### src/rtl/pixel_region_scan_if.sv
// Bundle of configuration inputs and scan outputs between the readout control
// (master) and the pixel region scanner (slave).
interface pixel_region_scan_if #(
  parameter int ROW_LENGTH    = 32,
  parameter int COLUMN_LENGTH = 16,
  parameter int DWELL_WIDTH   = 8,
  parameter int ROW_AW        = $clog2(ROW_LENGTH),
  parameter int COL_AW        = $clog2(COLUMN_LENGTH)
);
  logic                     start_i;
  logic                     speak_i;
  logic [1:0]               mode_i;
  logic                     single_i;
  logic [ROW_AW-1:0]        rowStart_i;
  logic [ROW_AW-1:0]        rowEnd_i;
  logic [COL_AW-1:0]        colStart_i;
  logic [COL_AW-1:0]        colEnd_i;
  logic [DWELL_WIDTH-1:0]   dwell_i;
  logic                     busy_o;
  logic                     marker_o;
  logic                     frameDone_o;
  logic [ROW_LENGTH-1:0]    rowSel_o;
  logic [COLUMN_LENGTH-1:0] columnSel_o;
  logic [ROW_AW-1:0]        rowAddr_o;
  logic [COL_AW-1:0]        colAddr_o;

  modport master (
    output start_i, speak_i, mode_i, single_i, rowStart_i, rowEnd_i,
           colStart_i, colEnd_i, dwell_i,
    input  busy_o, marker_o, frameDone_o, rowSel_o, columnSel_o,
           rowAddr_o, colAddr_o
  );

  modport slave (
    input  start_i, speak_i, mode_i, single_i, rowStart_i, rowEnd_i,
           colStart_i, colEnd_i, dwell_i,
    output busy_o, marker_o, frameDone_o, rowSel_o, columnSel_o,
           rowAddr_o, colAddr_o
  );
endinterface

### src/rtl/pixel_region_scan.sv
// Pixel matrix scanner: walks a region of interest in raster or serpentine
// order with per-pixel dwell, driving one-hot row/column selects.
module pixel_region_scan #(
  parameter int ROW_LENGTH    = 32,
  parameter int COLUMN_LENGTH = 16,
  parameter int DWELL_WIDTH   = 8,
  parameter int ROW_AW        = $clog2(ROW_LENGTH),
  parameter int COL_AW        = $clog2(COLUMN_LENGTH)
) (
  input  logic          clock_i,
  input  logic          reset_i,
  pixel_region_scan_if.slave bus
);
  localparam logic [ROW_AW-1:0] ROW_MAX = ROW_AW'(ROW_LENGTH - 1);
  localparam logic [COL_AW-1:0] COL_MAX = COL_AW'(COLUMN_LENGTH - 1);

  typedef enum logic [1:0] {IDLE = 2'd0, SCAN = 2'd1, PAUSE = 2'd2} state_t;

  state_t                 state_reg, state_next;
  logic                   start_q_reg;
  logic                   serp_reg, serp_next;
  logic                   single_reg, single_next;
  logic [ROW_AW-1:0]      rs_reg, rs_next, re_reg, re_next, row_reg, row_next;
  logic [COL_AW-1:0]      cs_reg, cs_next, ce_reg, ce_next, col_reg, col_next;
  logic [DWELL_WIDTH-1:0] dwell_reg, dwell_next, cnt_reg, cnt_next;
  logic                   marker_reg, marker_next, done_reg, done_next;

  logic                   start_edge, use_roi;
  logic [ROW_AW-1:0]      rs_in, re_in, row_off;
  logic [COL_AW-1:0]      cs_in, ce_in, term_col;
  logic                   rev_row, at_term, last_pixel, busy;

  assign start_edge = bus.start_i & ~start_q_reg;
  assign use_roi    = (bus.mode_i == 2'b01) || (bus.mode_i == 2'b10);

  // Bounds as they will be latched on a start edge, already clamped.
  always_comb begin
    rs_in = '0;
    re_in = ROW_MAX;
    cs_in = '0;
    ce_in = COL_MAX;
    if (use_roi) begin
      rs_in = (32'(bus.rowStart_i) >= ROW_LENGTH)    ? ROW_MAX : bus.rowStart_i;
      re_in = (32'(bus.rowEnd_i)   >= ROW_LENGTH)    ? ROW_MAX : bus.rowEnd_i;
      cs_in = (32'(bus.colStart_i) >= COLUMN_LENGTH) ? COL_MAX : bus.colStart_i;
      ce_in = (32'(bus.colEnd_i)   >= COLUMN_LENGTH) ? COL_MAX : bus.colEnd_i;
      if (re_in < rs_in) re_in = rs_in;
      if (ce_in < cs_in) ce_in = cs_in;
    end
  end

  // Odd rows relative to the ROI start run backwards in serpentine order.
  assign row_off    = row_reg - rs_reg;
  assign rev_row    = serp_reg & row_off[0];
  assign term_col   = rev_row ? cs_reg : ce_reg;
  assign at_term    = (col_reg == term_col);
  assign last_pixel = at_term && (row_reg == re_reg);

  always_comb begin
    state_next  = state_reg;
    serp_next   = serp_reg;
    single_next = single_reg;
    rs_next     = rs_reg;
    re_next     = re_reg;
    cs_next     = cs_reg;
    ce_next     = ce_reg;
    dwell_next  = dwell_reg;
    cnt_next    = cnt_reg;
    row_next    = row_reg;
    col_next    = col_reg;
    marker_next = 1'b0;
    done_next   = 1'b0;
    if (start_edge) begin
      serp_next   = (bus.mode_i == 2'b10);
      single_next = bus.single_i;
      rs_next     = rs_in;
      re_next     = re_in;
      cs_next     = cs_in;
      ce_next     = ce_in;
      dwell_next  = bus.dwell_i;
      cnt_next    = bus.dwell_i;
      row_next    = rs_in;
      col_next    = cs_in;
      marker_next = 1'b1;
      state_next  = bus.speak_i ? SCAN : PAUSE;
    end else begin
      case (state_reg)
        IDLE: state_next = IDLE;
        SCAN, PAUSE: begin
          if (!bus.speak_i) begin
            state_next = PAUSE;
          end else begin
            state_next = SCAN;
            if (cnt_reg != '0) begin
              cnt_next = cnt_reg - 1'b1;
            end else begin
              cnt_next = dwell_reg;
              if (last_pixel) begin
                done_next = 1'b1;
                if (single_reg) begin
                  state_next = IDLE;
                end else begin
                  row_next    = rs_reg;
                  col_next    = cs_reg;
                  marker_next = 1'b1;
                end
              end else if (!at_term) begin
                col_next = rev_row ? col_reg - 1'b1 : col_reg + 1'b1;
              end else begin
                row_next = row_reg + 1'b1;
                col_next = (serp_reg & ~row_off[0]) ? ce_reg : cs_reg;
              end
            end
          end
        end
        default: state_next = IDLE;
      endcase
    end
  end

  always_ff @(posedge clock_i or negedge reset_i) begin
    if (!reset_i) begin
      state_reg   <= IDLE;
      start_q_reg <= 1'b0;
      serp_reg    <= 1'b0;
      single_reg  <= 1'b0;
      rs_reg      <= '0;
      re_reg      <= '0;
      cs_reg      <= '0;
      ce_reg      <= '0;
      dwell_reg   <= '0;
      cnt_reg     <= '0;
      row_reg     <= '0;
      col_reg     <= '0;
      marker_reg  <= 1'b0;
      done_reg    <= 1'b0;
    end else begin
      state_reg   <= state_next;
      start_q_reg <= bus.start_i;
      serp_reg    <= serp_next;
      single_reg  <= single_next;
      rs_reg      <= rs_next;
      re_reg      <= re_next;
      cs_reg      <= cs_next;
      ce_reg      <= ce_next;
      dwell_reg   <= dwell_next;
      cnt_reg     <= cnt_next;
      row_reg     <= row_next;
      col_reg     <= col_next;
      marker_reg  <= marker_next;
      done_reg    <= done_next;
    end
  end

  assign busy = (state_reg != IDLE);

  logic [ROW_LENGTH-1:0]    row_sel;
  logic [COLUMN_LENGTH-1:0] col_sel;

  for (genvar gi = 0; gi < ROW_LENGTH; gi++) begin : g_row_sel
    assign row_sel[gi] = busy && (row_reg == ROW_AW'(gi));
  end

  for (genvar gi = 0; gi < COLUMN_LENGTH; gi++) begin : g_col_sel
    assign col_sel[gi] = busy && (col_reg == COL_AW'(gi));
  end

  assign bus.busy_o      = busy;
  assign bus.marker_o    = marker_reg;
  assign bus.frameDone_o = done_reg;
  assign bus.rowSel_o    = row_sel;
  assign bus.columnSel_o = col_sel;
  assign bus.rowAddr_o   = row_reg;
  assign bus.colAddr_o   = col_reg;
endmodule
### src/flat_wrapper.sv
// flat-port wrapper written by rule: the top's interface ports become plain ports
module pixel_region_scan_flat 
#(
  parameter int ROW_LENGTH    = 32,
  parameter int COLUMN_LENGTH = 16,
  parameter int DWELL_WIDTH   = 8,
  parameter int ROW_AW        = $clog2(ROW_LENGTH),
  parameter int COL_AW        = $clog2(COLUMN_LENGTH)
)
  (clock_i, reset_i, bus_start_i, bus_speak_i, bus_mode_i, bus_single_i, bus_rowStart_i, bus_rowEnd_i, bus_colStart_i, bus_colEnd_i, bus_dwell_i, bus_busy_o, bus_marker_o, bus_frameDone_o, bus_rowSel_o, bus_columnSel_o, bus_rowAddr_o, bus_colAddr_o);
  pixel_region_scan_if #(.ROW_LENGTH(ROW_LENGTH), .COLUMN_LENGTH(COLUMN_LENGTH), .DWELL_WIDTH(DWELL_WIDTH), .ROW_AW(ROW_AW), .COL_AW(COL_AW)) bus_i ();
  input  logic clock_i;
  input  logic reset_i;
  input wire logic [$bits(bus_i.start_i)-1:0] bus_start_i;
  input wire logic [$bits(bus_i.speak_i)-1:0] bus_speak_i;
  input wire logic [$bits(bus_i.mode_i)-1:0] bus_mode_i;
  input wire logic [$bits(bus_i.single_i)-1:0] bus_single_i;
  input wire logic [$bits(bus_i.rowStart_i)-1:0] bus_rowStart_i;
  input wire logic [$bits(bus_i.rowEnd_i)-1:0] bus_rowEnd_i;
  input wire logic [$bits(bus_i.colStart_i)-1:0] bus_colStart_i;
  input wire logic [$bits(bus_i.colEnd_i)-1:0] bus_colEnd_i;
  input wire logic [$bits(bus_i.dwell_i)-1:0] bus_dwell_i;
  output wire logic [$bits(bus_i.busy_o)-1:0] bus_busy_o;
  output wire logic [$bits(bus_i.marker_o)-1:0] bus_marker_o;
  output wire logic [$bits(bus_i.frameDone_o)-1:0] bus_frameDone_o;
  output wire logic [$bits(bus_i.rowSel_o)-1:0] bus_rowSel_o;
  output wire logic [$bits(bus_i.columnSel_o)-1:0] bus_columnSel_o;
  output wire logic [$bits(bus_i.rowAddr_o)-1:0] bus_rowAddr_o;
  output wire logic [$bits(bus_i.colAddr_o)-1:0] bus_colAddr_o;
  assign bus_i.start_i = bus_start_i;
  assign bus_i.speak_i = bus_speak_i;
  assign bus_i.mode_i = bus_mode_i;
  assign bus_i.single_i = bus_single_i;
  assign bus_i.rowStart_i = bus_rowStart_i;
  assign bus_i.rowEnd_i = bus_rowEnd_i;
  assign bus_i.colStart_i = bus_colStart_i;
  assign bus_i.colEnd_i = bus_colEnd_i;
  assign bus_i.dwell_i = bus_dwell_i;
  assign bus_busy_o = bus_i.busy_o;
  assign bus_marker_o = bus_i.marker_o;
  assign bus_frameDone_o = bus_i.frameDone_o;
  assign bus_rowSel_o = bus_i.rowSel_o;
  assign bus_columnSel_o = bus_i.columnSel_o;
  assign bus_rowAddr_o = bus_i.rowAddr_o;
  assign bus_colAddr_o = bus_i.colAddr_o;
  pixel_region_scan #(.ROW_LENGTH(ROW_LENGTH), .COLUMN_LENGTH(COLUMN_LENGTH), .DWELL_WIDTH(DWELL_WIDTH), .ROW_AW(ROW_AW), .COL_AW(COL_AW)) u_core (.clock_i(clock_i), .reset_i(reset_i), .bus(bus_i));
endmodule
### config.mk
export PLATFORM = sky130hd
export DESIGN_NAME = pixel_region_scan_flat
export DESIGN_NICKNAME = d
export VERILOG_FILES = /design/src/rtl/pixel_region_scan_if.sv /design/src/rtl/pixel_region_scan.sv /design/src/flat_wrapper.sv
export SDC_FILE = /design/constraint.sdc
export NUM_CORES = 1
export LEC_CHECK = 0
export BUFFER_PORTS_ARGS = -buffer_cell sky130_fd_sc_hd__buf_2
export CAP_MARGIN = 20
export CORE_ASPECT_RATIO = 0.7
export CORE_MARGIN = 2
export CORE_UTILIZATION = 45
export CTS_BUF_LIST = sky130_fd_sc_hd__clkbuf_4 sky130_fd_sc_hd__clkbuf_8 sky130_fd_sc_hd__clkbuf_16
export CTS_CLUSTER_SIZE = 30
export DETAILED_ROUTE_END_ITERATION = 7
export PLACE_DENSITY_LB_ADDON = 0.2
export SLEW_MARGIN = 40
export SYNTH_ARGS = -nofsm -noshare
export SYNTH_HDL_FRONTEND = slang
export SYNTH_SLANG_ARGS = --single-unit
export TNS_END_PERCENT = 20
### constraint.sdc
create_clock -name clock_i -period 3.75 [get_ports clock_i]
set_clock_uncertainty 0.2 [all_clocks]
set_input_delay 0.75 -clock clock_i [delete_from_list [all_inputs] [get_ports clock_i]]
set_output_delay 0.75 -clock clock_i [all_outputs]
set_load 0.005 [all_outputs]
==> results of run 1 <==
[power breakdown]
part           switching, mW  total, mW  internal (mW)
Combinational          0.300      0.529          0.228
Clock                  0.185      0.312          0.128
Sequential             0.114      0.737          0.622
Total                  0.599       1.58          0.978
[critical path, cell delays in order, from the launching register on]
cell and delay (ps):
dfrtp_1 570, xor2_1 220, a2111oi_0 400, mux2i_1 210, a211oi_2 570, nand2_2 180, and3_1 220, o32a_1 340
[final timing paths]
path / start / to / slack, ps
setup / recovery: u_core.bus.colAddr_o[2]$_DFFE_PN0P_ / u_core.bus.rowAddr_o[1]$_DFFE_PN0P_ / 720
hold / removal: reset_i / u_core.dwell_reg[3]$_DFFE_PN0P_ / 240
setup reg to reg: u_core.bus.colAddr_o[2]$_DFFE_PN0P_ / u_core.bus.rowAddr_o[1]$_DFFE_PN0P_ / 720
hold reg to reg: u_core.rs_reg[3]$_DFFE_PN0P_ / u_core.rs_reg[3]$_DFFE_PN0P_ / 280
max in group asynchronous: reset_i / u_core.ce_reg[3]$_DFFE_PN0P_ / 2680
min in group clock_i: u_core.rs_reg[3]$_DFFE_PN0P_ / u_core.rs_reg[3]$_DFFE_PN0P_ / 280
[area by class of cell]
cell class | count | area, sq um | share of cell area
multi-input cells | 344 | 1990 | 0.495
flip-flops and latches | 50 | 1250 | 0.312
repair buffers | 96 | 493 | 0.123
well taps | 98 | 123 | 0.0306
inverters | 20 | 75.1 | 0.0187
clock buffers | 5 | 68.8 | 0.0171
clock inverters | 2 | 15.0 | 0.00374
[through the flow]
stage	hold WS [ps]	power, mW	area [sq um]	utilization
after floorplan	231	1.09	3410	-
after global placement	262	1.25	3930	0.536
after detailed placement	256	1.27	3930	0.537
after CTS	272	1.58	4010	0.548
after global routing	297	1.70	4010	0.548
final	239	1.58	4010	0.548
[cell usage after synthesis (2+ instances only)]
library cell,number
or3_1,2
o21ai_0,16
and3_1,8
nand2b_1,16
nor2_1,67
nand2_1,88
a21oi_1,28
o22ai_1,4
inv_1,20
nand3_1,4
ha_1,22
a2111oi_0,2
a22o_1,3
o22a_1,3
o21ai_1,2
xor2_1,10
a211oi_1,4
nor4_1,2
a31oi_1,5
a21o_1,6
mux2i_1,13
o211ai_1,2
nor3_1,8
nor2b_1,6
xnor2_1,7
clkbuf_1,20
dfrtp_1,50
[layer usage]
layer,global-route usage,up-vias,share of wire
li1,-,1619,-
met1,0.334,1462,0.53
met2,0.293,130,0.39
met3,0.0357,8,0.076
met4,0.0564,0,0.011
met5,0,-,0
[logic make-up after synthesis]
logic type | after synthesis | share of synthesized area
AO/OA/AOI/OAI | 83 | 0.153
XOR/XNOR | 17 | 0.0437
adder cells (fa/ha/maj) | 22 | 0.0808
buffers and inverters | 44 | 0.0503
flip-flops | 50 | 0.367
multiplexers | 13 | 0.0382
AND/OR/NAND/NOR | 209 | 0.267
[layout by cell type, fill, tap and decap left out, types with 4 or more instances in the layout]
| cell | netlist | layout |
|---|---|---|
| clkbuf_8 | 0 | 5 |
| and3_1 | 8 | 8 |
| dfrtp_1 | 50 | 50 |
| buf_2 | 1 | 91 |
| inv_1 | 20 | 20 |
| buf_4 | 1 | 5 |
| a211oi_1 | 4 | 4 |
| nand3_1 | 4 | 4 |
| o21ai_0 | 16 | 16 |
| mux2i_1 | 13 | 13 |
| nand2b_1 | 16 | 16 |
| nor3_1 | 8 | 8 |
| nor2_1 | 67 | 67 |
| nor2b_1 | 6 | 5 |
| a21oi_1 | 28 | 28 |
| xor2_1 | 10 | 10 |
| a31oi_1 | 5 | 5 |
| ha_1 | 22 | 22 |
| a21o_1 | 6 | 6 |
| o22ai_1 | 4 | 4 |
| nand2_1 | 88 | 88 |
| xnor2_1 | 7 | 7 |
==> results by group, run 1 <==
Logic synthesis
  – Post-synth top area cell: dfrtp_1
  – Synth top area share: 0.367
  – Syn Std Cell Area: 3410 sq um
  – Synth Flop Type: dfrtp_1
  – #FFs+latches synth: 50
  – Mapped Nets: 493
  – Synth top area cells: dfrtp_1, nand2_1, ha_1, nor2_1, a21oi_1
  – Asr flop ratio synth: 1.00
  – Syn_area_per_cell: 7.78 sq um
  – Post-Syn Instances: 438
  – Synth cell types: 47
  – Synth warn: 0
  – Post-synth EDFFs: 0
  – Seq/Total Area, Yosys: 0.367

Timing
  – Setup TNS: 0 ps
  – Tcrit/Tclk final: 0.808
  – Slew headroom: 0.554
  – Final hold viol count: 0
  – Final worst setup slack: 722 ps
  – Max Fclk: 330 MHz
  – Max-slew violation count: 0
  – Setup-failing EPs final: 0
  – Slew @ Worst Pin: 667 ps
  – Tmin final: 3030 ps
  – RSZ-0062 raised after global routing: no

Floorplan
  – Top-level port count: 93
  – Die H: 76.8 um
  – Initial Util: 0.465
  – Die Span X: 108 um
  – Die area: 8290 sq um
  – Core Region: 7320 sq um
  – Rows: 26

Worst setup path
  – Req. time, crit path: 3750 ps
  – Critical Path Start Type: flop
  – Max FO, Critical Path: 16
  – Reg2Reg Depth: 7
  – Setup CP Type: flop to flop
  – Crit end category: flop
  – Arrival @ worst endpoint: 3030 ps

Final layout
  – Syn-to-layout area delta: 17.8%
  – # fillers: 703
  – Final std cells w/o fill: 615
  – Layout cell share with drive strength beyond 1: 0.207
  – Final nets: 572
  – Antenna cells: 0

Clock tree
  – Num CTS Buffers: 5
  – Worst-skew pair later-pin latency: 310 ps
  – CTS tree: built
  – PostCTS Resize Cnt: 0
  – Clk sinks: 50
  – Total setup buffers inserted after CTS: 0
  – Hold buffers post-CTS: 0
  – Root buffer cell: clkbuf_8
  – Clock Pin Slew Worst Setup and Hold Paths: 90 ps
  – H-Tree Depth: 2
  – Clk buf depth: 2

Global routing
  – Global-route wire length before repair: 13.9 mm
  – Vias in the first global route: 2,810
  – All-layer global routing usage: 0.211
  – Grt ovf: 0
  – Largest net degree at the start of global routing: 51
  – Initial antenna violation count: 0

Drt
  – Routed vias/inst: 5.23
  – Per-cell routed wire length: 14.1 um
  – Post-route ant nets: 0
  – Number of DRC markers in iteration 0: 261
  – Vias: 3,219
  – Routed WL: 8.66 mm
  – DRC: 0
  – Drt first pass iters: 5

Power
  – VDD IR-drop max: 0.192 mV
  – LEAKAGE: 2.09 nW
  – P per Cell Area: 393 nW/um^2

Placement
  – Dpl cells: 608
  – Port bufs: 92
  – Place WS: 790 ps
  – RD Place Congestion: 0.904
  – Post-DP HPWL: 6.56 mm

Outcome
  – Status: finished, final reports clean

Hold path
  – HP Class: input pin to async pin

Job
  – Max-cap violations: 0
Note: power is estimated with default switching activity, not from simulation.
==> run 2, diff against run 1 <==
- clock period: 3.75 -> 2.5 ns (I/O delays scaled with it)
==> results by group, run 2 (synthesized netlist as in run 1, its figures left out) <==
Timing
  – Slew headroom: 0.630 (+0.0754)
  – RSZ-0062 raised after global routing: yes
  – Setup TNS: 0 ps (unchanged)
  – Setup-failing EPs final: 0 (unchanged)
  – Tcrit/Tclk final: 0.988 (+0.180)
  – Max Fclk: 405 MHz (+23%)
  – Final hold viol count: 0 (unchanged)
  – Tmin final: 2470 ps (-559 ps)
  – Max-slew violation count: 0 (unchanged)
  – WHS: 134 ps (-104 ps)
  – Slew @ Worst Pin: 556 ps (-112 ps)

Worst setup path
  – RR Startpoint: u_core.bus.colAddr_o[0]$_DFFE_PN0P_
  – Crit-path cells: and2b_1 -> a2111oi_2 -> mux2i_1 -> a211oi_2 -> buf_4 -> a21o_1 -> nand2_1 -> o32a_1
  – Top delay family on crit path: compound AO/OA/AOI/OAI gates
  – Arrival @ worst endpoint: 2450 ps (-580 ps)
  – Buf/Inv on CP: 1 (+1)
  – R2R setup slack: 30 ps (-690 ps)
  – Crit end category: flop
  – Reg2Reg Depth: 8 (+1)
  – Critical Path Start Type: flop
  – Critical Path Slowest Stage Cell: dfrtp_1
  – Max FO, Critical Path: 5 (-11)
  – Crit path depth: 8 (+1)
  – CP max stage delay: 410 ps (-160 ps)
  – Setup CP Type: flop to flop
  – Reg2reg end: u_core.bus.rowAddr_o[1]$_DFFE_PN0P_
  – Req. time, crit path: 2480 ps (-1270 ps)

Drt
  – Per-cell routed wire length: 13.8 um (-1.9%)
  – Number of DRC markers in iteration 0: 292 (+12%)
  – Routed vias/inst: 5.19 (-0.83%)
  – Drt first pass iters: 4 (-1)
  – Vias: 3,291 (+2.2%)
  – Routed WL: 8.76 mm (+1.1%)
  – DRC: 0 (unchanged)
  – Post-route ant nets: 0 (unchanged)

Hold path
  – Hold path depth: 1
  – Hold path endpoint: u_core.start_q_reg$_DFF_PN0_
  – HP Class: input pin to flop
  – Hold_sp: bus_start_i

Power
  – VDD IR-drop max: 0.238 mV (+24%)
  – Combinational power share: 0.373 (+0.038)
  – Int Pwr: 1.54 mW (+57%)
  – LEAKAGE: 2.19 nW (+5.0%)
  – Seq pwr share: 0.437 (-0.030)
  – Clock network power share: 0.190 (-0.008)
  – P_sw: 910 uW (+52%)
  – Switching part of the total: 0.372 (-0.00796)
  – P per Cell Area: 581 nW/um^2 (+48%)

Clock tree
  – Clk sinks: 50 (unchanged)
  – Num CTS Buffers: 5 (unchanged)
  – Root buffer cell: clkbuf_8
  – CTS tree: built
  – Worst-skew pair later-pin latency: 300 ps (about the same)
  – Clock Pin Slew Worst Setup and Hold Paths: 90 ps (about the same)
  – H-Tree Depth: 2 (unchanged)
  – Clk buf depth: 2 (unchanged)

Job
  – Max-cap violations: 0 (unchanged)

Final layout
  – Syn-to-layout area delta: 23.5%
  – Area of the multi-input gates: 2030 sq um (+2.0%)
  – Commonest non-fill, non-tap cell in the layout: buf_2
  – # fillers: 670 (-4.7%)
  – Antenna cells: 0 (unchanged)
  – Layout cell share with drive strength beyond 1: 0.248 (+0.0412)
  – FF+latch area: 1250 sq um (about the same)
  – Final nets: 591 (+3.3%)
  – Util after Layout: 0.575 (+0.0268)
  – Most frequent cells in the layout: buf_2, nand2_1, nor2_1

Floorplan
  – Initial Util: 0.465 (unchanged)
  – Die H: 76.8 um (unchanged)
  – Top-level port count: 93 (unchanged)
  – Die Span X: 108 um (unchanged)
  – Core Region: 7320 sq um (unchanged)
  – Die area: 8290 sq um (unchanged)
  – Rows: 26 (unchanged)

Placement
  – Port bufs: 92 (unchanged)
  – Post-DP HPWL: 6.87 mm (+4.8%)
  – RD Place Congestion: 0.930 (+2.9%)

Outcome
  – Status: finished, final reports clean

Global routing
  – Global-route wire length before repair: 14.6 mm (+4.7%)
  – Vias in the first global route: 3,059 (+8.9%)
  – Grt ovf: 0 (unchanged)
  – Largest net degree at the start of global routing: 30 (-41%)
  – All-layer global routing usage: 0.215 (+0.00399)
  – Initial antenna violation count: 0 (unchanged)
## run 2: changes by cell type in the layout (fill, tap and decap cells not counted), sizes merged
| cell | before | now |
|---|---|---|
| dlygate4sd3 | 0 | 1 |
| buf | 96 | 114 |
| clkbuf | 5 | 6 |
| clkinvlp | 2 | 1 |
## run 2: timing repair
| item | in CTS | in global routing |
|---|---|---|
| buffers inserted | 0 | 1 |
| pin swaps | 0 | 1 |
| hold buffers | 1 | 0 |
| endpoints found under the hold margin | 22 | 0 |
| gates resized for setup | 1 | 11 |
| setup endpoints to repair | 2 | 30 |
## run 2: per-layer routing
layer,GRT usage,share of wire
met5,0,0
met3,0.0400,0.068
met4,0.0308,0.0040
met2,0.319,0.40
met1,0.332,0.52
## run 2: cell type report
type,instances,share of cell area
multi-input cells,344,0.482
flip-flops and latches,50,0.298
repair buffers,115,0.154
well taps,98,0.0291
clock buffers,6,0.0181
inverters,20,0.0178
clock inverters,1,0.00178
## run 2: how the worst max path moves through the flow
stage	startpoint	endpoint	slack, ps
floorplan	u_core.bus.colAddr_o[0]$_DFFE_PN0P_	u_core.bus.rowAddr_o[1]$_DFFE_PN0P_	140
global placement	u_core.bus.colAddr_o[0]$_DFFE_PN0P_	u_core.bus.rowAddr_o[1]$_DFFE_PN0P_	150
detailed placement	u_core.bus.colAddr_o[0]$_DFFE_PN0P_	u_core.bus.rowAddr_o[1]$_DFFE_PN0P_	60
CTS	u_core.bus.colAddr_o[0]$_DFFE_PN0P_	u_core.bus.rowAddr_o[1]$_DFFE_PN0P_	30
global route	u_core.bus.colAddr_o[0]$_DFFE_PN0P_	u_core.bus.rowAddr_o[1]$_DFFE_PN0P_	-120
finish	u_core.bus.colAddr_o[0]$_DFFE_PN0P_	u_core.bus.rowAddr_o[1]$_DFFE_PN0P_	30
## run 2: per-stage QoR
step | std cells | worst slack, ps | cell area [sq um] | power, mW
floorplan | 438 | 138 | 3410 | 1.64
global placement | 625 | 153 | 4070 | 1.93
detailed placement | 625 | 55.3 | 4070 | 1.96
CTS | 633 | 34.2 | 4160 | 2.43
global route | 634 | -116 | 4210 | 2.64
finish | 634 | 30.9 | 4210 | 2.45
## run 2: power by group through the flow
stage / Combinational, mW / Clock (mW) / Sequential [mW]
CTS: 0.890 / 0.477 / 1.06
global route: 1.04 / 0.516 / 1.09
detailed placement: 0.883 / 0 / 1.07
finish: 0.913 / 0.466 / 1.07
floorplan: 0.597 / 0 / 1.04
global placement: 0.863 / 0 / 1.07
## run 2: worst register-to-register path, delay by kind of cell, from the launching register on
kind | cells | cell delay, ps
AO/OA/AOI/OAI | 4 | 1120
buffers and inverters | 1 | 200
AND/OR/NAND/NOR | 2 | 280
flip-flops | 1 | 410
multiplexers | 1 | 160
